[src/rtl/ula_seq.sv]
// ula_seq: registered ALU with valid/ready handshake and status flags.
// Multiply is an iterative shift-add taking WIDTH+1 cycles.
module ula_seq #(
  parameter int WIDTH  = 8,
  parameter bit MUL_EN = 1'b1
) (
  input  logic             clk,
  input  logic             rst_n,
  input  logic             in_valid,
  output logic             in_ready,
  input  logic [WIDTH-1:0] a,
  input  logic [WIDTH-1:0] b,
  input  logic [3:0]       tula,
  output logic             out_valid,
  input  logic             out_ready,
  output logic [WIDTH-1:0] outp,
  output logic [WIDTH-1:0] outp_hi,
  output logic             stat,
  output logic             flg_z,
  output logic             flg_c,
  output logic             flg_v,
  output logic             illegal
);

  localparam int SW = $clog2(WIDTH);
  localparam int CW = $clog2(WIDTH+1);
  localparam logic [CW-1:0] CNT_INIT = CW'(WIDTH);

  typedef enum logic [1:0] {
    IDLE,
    MUL,
    DONE
  } state_t;

  state_t state, state_nx;

  logic [CW-1:0]      cnt;
  logic [WIDTH-1:0]   mcand;
  logic [2*WIDTH-1:0] prod;
  logic [WIDTH:0]     psum;
  logic [WIDTH:0]     add_w;
  logic [WIDTH:0]     sub_w;
  logic [SW-1:0]      n;
  logic [WIDTH-1:0]   r;
  logic               rs, rc, rv, ril;
  logic               acc;
  logic               is_mul;

  assign acc    = in_valid & in_ready;
  assign is_mul = MUL_EN && (tula == 4'b1100);
  assign add_w  = {1'b0, a} + {1'b0, b};
  assign sub_w  = {1'b0, a} - {1'b0, b};
  assign n      = b[SW-1:0];
  assign psum   = {1'b0, prod[2*WIDTH-1:WIDTH]}
                + (prod[0] ? {1'b0, mcand} : '0);

  assign out_valid = (state == DONE);

  always_comb begin
    in_ready = 1'b0;
    case (state)
      IDLE:    in_ready = 1'b1;
      DONE:    in_ready = out_ready;
      default: in_ready = 1'b0;
    endcase
  end

  always_comb begin
    r   = '0;
    rs  = 1'b0;
    rc  = 1'b0;
    rv  = 1'b0;
    ril = 1'b0;
    case (tula)
      4'b0000: begin
        r  = add_w[WIDTH-1:0];
        rc = add_w[WIDTH];
        rv = (a[WIDTH-1] == b[WIDTH-1]) &&
             (add_w[WIDTH-1] != a[WIDTH-1]);
      end
      4'b0001: begin
        r  = sub_w[WIDTH-1:0];
        rc = sub_w[WIDTH];
        rv = (a[WIDTH-1] != b[WIDTH-1]) &&
             (sub_w[WIDTH-1] != a[WIDTH-1]);
      end
      4'b0010: begin
        r  = '0 - b;
        rv = (b == {1'b1, {(WIDTH-1){1'b0}}});
      end
      4'b0011: begin
        rs = (a == b);
        r  = {{(WIDTH-1){1'b0}}, rs};
      end
      4'b0100: begin
        rs = (a > b);
        r  = {{(WIDTH-1){1'b0}}, rs};
      end
      4'b0101: begin
        rs = (a < b);
        r  = {{(WIDTH-1){1'b0}}, rs};
      end
      4'b1101: begin
        rs = ($signed(a) < $signed(b));
        r  = {{(WIDTH-1){1'b0}}, rs};
      end
      4'b0110: r = a & b;
      4'b0111: r = a ^ b;
      4'b1000: r = a | b;
      4'b1001: r = a << n;
      4'b1010: r = a >> n;
      4'b1011: r = $signed(a) >>> n;
      4'b1100: ril = !MUL_EN;
      default: ril = 1'b1;
    endcase
  end

  // The cycle after the last shift-add step registers product and flags.
  always_comb begin
    state_nx = state;
    case (state)
      IDLE: begin
        if (in_valid)
          state_nx = is_mul ? MUL : DONE;
      end
      MUL: begin
        if (cnt == '0)
          state_nx = DONE;
      end
      DONE: begin
        if (out_ready)
          state_nx = in_valid ? (is_mul ? MUL : DONE) : IDLE;
      end
      default: state_nx = IDLE;
    endcase
  end

  always_ff @(posedge clk or negedge rst_n) begin
    if (!rst_n)
      state <= IDLE;
    else
      state <= state_nx;
  end

  always_ff @(posedge clk or negedge rst_n) begin
    if (!rst_n) begin
      cnt     <= '0;
      mcand   <= '0;
      prod    <= '0;
      outp    <= '0;
      outp_hi <= '0;
      stat    <= 1'b0;
      flg_z   <= 1'b0;
      flg_c   <= 1'b0;
      flg_v   <= 1'b0;
      illegal <= 1'b0;
    end else begin
      if (acc && is_mul) begin
        mcand <= a;
        prod  <= {{WIDTH{1'b0}}, b};
        cnt   <= CNT_INIT;
      end else if (state == MUL && cnt != '0) begin
        prod <= {psum, prod[WIDTH-1:1]};
        cnt  <= cnt - CW'(1);
      end
      if (acc && !is_mul) begin
        outp    <= r;
        outp_hi <= '0;
        stat    <= rs;
        flg_z   <= (r == '0) && !ril;
        flg_c   <= rc;
        flg_v   <= rv;
        illegal <= ril;
      end else if (state == MUL && cnt == '0) begin
        outp    <= prod[WIDTH-1:0];
        outp_hi <= prod[2*WIDTH-1:WIDTH];
        stat    <= 1'b0;
        flg_z   <= (prod == '0);
        flg_c   <= (prod[2*WIDTH-1:WIDTH] != '0);
        flg_v   <= 1'b0;
        illegal <= 1'b0;
      end
    end
  end

endmodule

[config.mk]
export PLATFORM = sky130hd
export DESIGN_NAME = ula_seq
export DESIGN_NICKNAME = d
export VERILOG_FILES = /design/src/rtl/ula_seq.sv
export SDC_FILE = /design/constraint.sdc
export NUM_CORES = 1
export LEC_CHECK = 0
export ABC_CLOCK_PERIOD_IN_PS = 6500
export BUFFER_PORTS_ARGS = -buffer_cell sky130_fd_sc_hd__buf_2
export CORE_UTILIZATION = 60
export CTS_CLUSTER_DIAMETER = 50
export CTS_CLUSTER_SIZE = 24
export DETAILED_ROUTE_END_ITERATION = 8
export HOLD_SLACK_MARGIN = 0.1
export PLACE_DENSITY_LB_ADDON = 0.3
export RECOVER_POWER = 100
export SLEW_MARGIN = 20
export SYNTH_ARGS = -nofsm -noshare
export SYNTH_HDL_FRONTEND = slang
export SYNTH_SLANG_ARGS = --single-unit
[constraint.sdc]
create_clock -name clk -period 6.5 [get_ports clk]
set_clock_uncertainty 0.15 [all_clocks]
set_input_delay 0.325 -clock clk [delete_from_list [all_inputs] [get_ports clk]]
set_output_delay 0.325 -clock clk [all_outputs]
set_load 0.05 [all_outputs]
# --- Word-level counts from Yosys, hierarchy flattened ---
# Index checks and enable logic that the tools add are counted.
op_classes:
  n_addsub: 5
  magnitude_cmp: 3
  eq_ne: 24
  n_shift: 3
  muxes: 29
  bitwise_logic: 4
  n_reduce_logical: 19
ops:
  columns: ["operator", "count"]
  rows:
  - ["case mux 8 bit (13 select lines)", 1]
  - ["2-to-1 mux 8 bit", 5]
  - ["2-to-1 mux 16 bit", 2]
  - ["== test 4 bit (second input constant)", 6]
  - ["adder 8 x 8 -> 9 bit", 2]
  - ["== test 4 x 3 -> 1 bit (second input constant)", 4]
  - ["zero test 16 bit", 1]
  - ["< comparator 8 bit", 2]
  - ["OR reduction 14 bit", 1]
  - ["2-to-1 mux 2 bit", 5]
  - ["2-to-1 mux 1 bit", 9]
  - ["subtractor 8 x 8 -> 9 bit", 1]
  - ["bitwise AND 8 bit", 1]
  - ["== test 4 x 2 -> 1 bit (second input constant)", 2]
  - ["== test 8 bit", 1]
  - ["== test 8 bit (second input constant)", 1]
  - ["greater-than comparator 8 bit", 1]
  - ["zero test 4 bit", 2]
  - ["zero test 8 bit", 1]
  - ["2-to-1 mux 4 bit", 2]
  - ["OR 8 bit", 1]
  - ["nonzero test 8 bit", 1]
  - ["<< shifter 8 x 3 -> 8 bit", 1]
  - ["right shift 8 x 3 -> 8 bit", 1]
  - ["22 further kinds", 33]
word_totals:
  regBits: 51
  inputBits: 24
  out_inout_bits: 23
  word_cells: 98

# --- Depth between registers and ports, before layout ---
depth:
  ltp_word: 5
  depth_mapped: 11

# --- Least setup slack after synthesis ---
# OpenSTA, ideal clock, no wires.
synth_timing:
  path_kind: "input to register"
  from: "input b[1]"
  to: "register flg_z"
  setup_ps: 76
  arrival_time_ps: 2709
  t_required_ps: 6274
  path_slack_ps: 3565
  path_stages: 10
  path_cell_list: "buf_2 -> inv_1 -> ha_1 -> a211oi_1 -> o21ai_1 -> a21oi_1 -> nor3_1 -> or4b_4 -> or4_1 -> o21ai_1"
synth_between:
  elab_chain_len: 5
  elab_cells_between_ends: 17
synth_rtl:
  columns: ["element", "line", "source"]
  rows:
  - ["from (decl)", "12", "input logic [WIDTH-1:0] b,"]
  - ["subtractor 1 x 8 -> 8 bit, or another cell as far along", "88", "r = '0 - b;"]
  - ["case mux 8 bit (13 select lines) (*)", "74", "case (tula)"]
  - ["zero test 8 bit (*)", "170", "flg_z <= (r == '0) && !ril;"]
  - ["logical AND 1 bit (*)", "170", null]
  - ["2-to-1 mux 1 bit (*)", "166", "if (acc && !is_mul) begin"]
  - ["to (signal assigned)", "170", null]
  - ["to (signal assigned)", "178", "flg_z <= (prod == '0);"]
  - ["to (decl)", "19", "output logic flg_z,"]
# Every way passes the cells marked *; elsewhere a longest branch is shown, timed or not.
# A chain may end at the register's enable or synchronous reset.

# --- Worst setup path after layout ---
# Ends and elaborated chain as after synthesis.

==> run metrics <==
status=finished with violations; failing checks=max-capacitance violations, max-slew violations; CTS Root Cell=clkbuf_8; min-delay worst type=primary input to flop; initial core utilization=63.20%; Max Freq=0.2429 GHz; IO Count=47; vias per cell=6.633; required time of the critical path=6.59 ns; H-tree Lvls=2; Post-Syn Area per Cell=8.436 um^2; CP max FO=25; Worst setup EP type=flop; global placement routability congestion=0.9316; post-CTS setup buffers=0; DRT antenna net count=0; CTS tree=built; footprint of the multi-input gates=3168 um^2; Synth Net Count=618; clock sink count=51; Yosys cell types=74; Final Slew Violations=46; Initial DRT Pass Iterations=6; largest net degree at the start of global routing=46; # resized after CTS=0; layout cells sized above 1=8.233%; PD cells=218.1 nW/um^2; ys async rst share=100.0%; Total GRT Usage=33.55%; Post-synth EDFFs=0; die width=90.34 um; maximum VDD drop=135.3 uV; 1st-iter DRT viols=406; Worst EP arrival=4.20 ns; Diodes inserted=0; initial antenna violation count=0; Setup TNS=0 ns; I/O Buffers=46; number of global-route vias before repair=4350; Post-Synthesis Cells=555; worst-skew pair later-pin latency=0.31 ns; worst setup margin=2.382 ns; placed wire-length estimate=9672 um; Final min period=4.118 ns; Max Root-Sink Buffers=2; Setup Crit Path Kind=primary input to flop; Switching Share=41.93%; Seq/Total Area, Yosys=27.26%; Lkg Pwr=2.253 nW; global route total overflow=0; Sequential cell area=1276 um^2; Cell Area, Synth=4682 um^2; RSZ-0062 raised after global routing=false; DRC=0; Via Count=4524; Pint=0.6353 mW; Slew @ Worst Pin=2.369 ns; power share of the clock group=18.1%; Hold Fails Final Rpt=0; first-pass GRT wire length=21910 um; Final period util=63.35%; net load switching power=0.4588 mW; # nets final=645; die area=8160 um^2; Comb pwr share=39.7%; max cap viols=1; Placeable Area=7408 um^2; Worst slew margin=-57.94%; Reg clk slew, reported paths=0.11 ns; Synth Register Bits=51; fillcell total=630; DR WL/cell=19.29 um; number of CTS-inserted buffers=5; sequential power share=42.2%; WL final=13160 um; Synth Flop Type=dfrtp_1; Synth-to-Final Area Change=7.135%; YS warnings=0; startpoint types=primary input; Cell Rows=31; pre-CTS WS=2.963 ns; final setup fails=0; Die Y=90.34 um
cells in the final DEF (no fill, tap or decap), drive strengths merged, types with 4 or more instances in the layout:
| master | instances |
|---|---|
| mux2i | 7 |
| a21oi | 29 |
| a21o | 5 |
| nor3 | 9 |
| o21bai | 6 |
| clkbuf | 33 |
| a31oi | 6 |
| o31ai | 4 |
| mux4 | 9 |
| nor2b | 13 |
| ha | 36 |
| o22ai | 14 |
| and2 | 11 |
| buf | 25 |
| xnor2 | 13 |
| nor2 | 33 |
| a22oi | 10 |
| nor4b | 8 |
| dfrtp | 51 |
| a211o | 5 |
| nand2 | 73 |
| mux2 | 10 |
| a211oi | 7 |
| nand2b | 6 |
| nor3b | 9 |
| nor4 | 10 |
| and3 | 7 |
| o21ai | 20 |
| or3 | 5 |
| nand3 | 19 |
| inv | 26 |
cell families (layout without fill, tap and decap cells):
logic type	count (synthesis)	after routing	share of synthesized area, %
adder cells (fa/ha/maj)	39	39	10.90
XOR/XNOR	15	15	2.806
AO/OA/AOI/OAI	139	139	20.36
AND/OR/NAND/NOR	225	225	25.44
buffers and inverters	60	88	4.997
multiplexers	26	26	8.231
flip-flops	51	51	27.26
final cells by class:
cell class	count	share of cell area [%]
Clock buffer	5	1.372
Clock inverter	3	0.5737
Inverter	26	1.946
Multi-Input combinational cell	444	63.16
Sequential cell	51	25.44
Tap cell	99	2.469
Timing Repair Buffer	54	5.039
power by group through the flow:
stage / sequential [mW] / clock, mW / combinational (mW)
6_report: 0.462 / 0.198 / 0.434
5_1_grt: 0.471 / 0.213 / 0.475
4_1_cts: 0.458 / 0.199 / 0.437
3_5_place_dp: 0.464 / 0 / 0.431
3_3_place_gp: 0.461 / 0 / 0.414
2_1_floorplan: 0.485 / 0 / 0.288
cell usage after synthesis (all sizes together), types with 13 or more instances:
cell type,instances,area (um^2)
nand3,19,95.09
inv,26,97.60
o22ai,14,87.58
nand2,73,274.0
a21oi,29,145.1
ha,36,450.4
xnor2,13,113.9
nor2b,13,81.33
dfrtp,51,1276
o21ai,20,100.1
clkbuf,30,112.6
nor2,33,123.9
per-stage QoR:
stage / cell area [um^2] / total power, mW / cells / hold WS (ns) / util, %
after floorplan: 4682 / 0.7731 / 555 / -0.1206 / -
after global placement: 4952 / 0.8758 / 673 / 0.008981 / 66.85
after detailed placement: 4952 / 0.8956 / 673 / 0.008518 / 66.85
after CTS: 5060 / 1.094 / 682 / 0.1591 / 68.30
after global routing: 5016 / 1.158 / 682 / 0.2034 / 67.71
final: 5016 / 1.094 / 682 / 0.1894 / 67.71
sequential cells by signal (all words and copies together) (netlist names):
| register | count |
|---|---|
| cnt | 4 |
| flg_c | 1 |
| flg_v | 1 |
| flg_z | 1 |
| illegal | 1 |
| mcand | 8 |
| outp | 8 |
| outp_hi | 8 |
| prod | 16 |
| stat | 1 |
| state | 2 |
layer usage:
metal	global-route usage, %	wire length [um]	vias to the layer above
li1	-	-	2112
met1	47.79	5958	2202
met2	52.35	5897	192
met3	6.818	1119	18
met4	8.468	180	0
met5	0	0	-
worst max-delay path, cell delays in order:
cell and delay (ns):
clkbuf_1 0.86, inv_1 0.44, ha_1 0.53, a211oi_1 0.11, o21ai_0 0.24, and3_1 0.25
nor3_1 0.06, or4b_2 0.71, or4_1 0.51, o21ai_0 0.17
repair_timing:
action / in CTS / in global routing
hold buffers: 1 / 0
setup endpoints to repair: 0 / 0
hold endpoints to repair: 42 / 0
path summary, 6_finish.rpt:
| check | slack, ns | end | depth (start not counted) | from |
|---|---|---|---|---|
| setup / recovery | 2.38 | flg_z | 10 | b[1] |
| hold / removal | 0.19 | state[1] | 3 | in_valid |
| setup reg to reg | 3.91 | prod[0] | 8 | state[1] |
| hold reg to reg | 0.33 | flg_c | 1 | flg_c |
| max in group asynchronous | 3.38 | prod[3] | 3 | rst_n |
| min in group asynchronous | 0.27 | illegal | 2 | rst_n |
No activity file was read; power rests on OpenSTA's default activity.
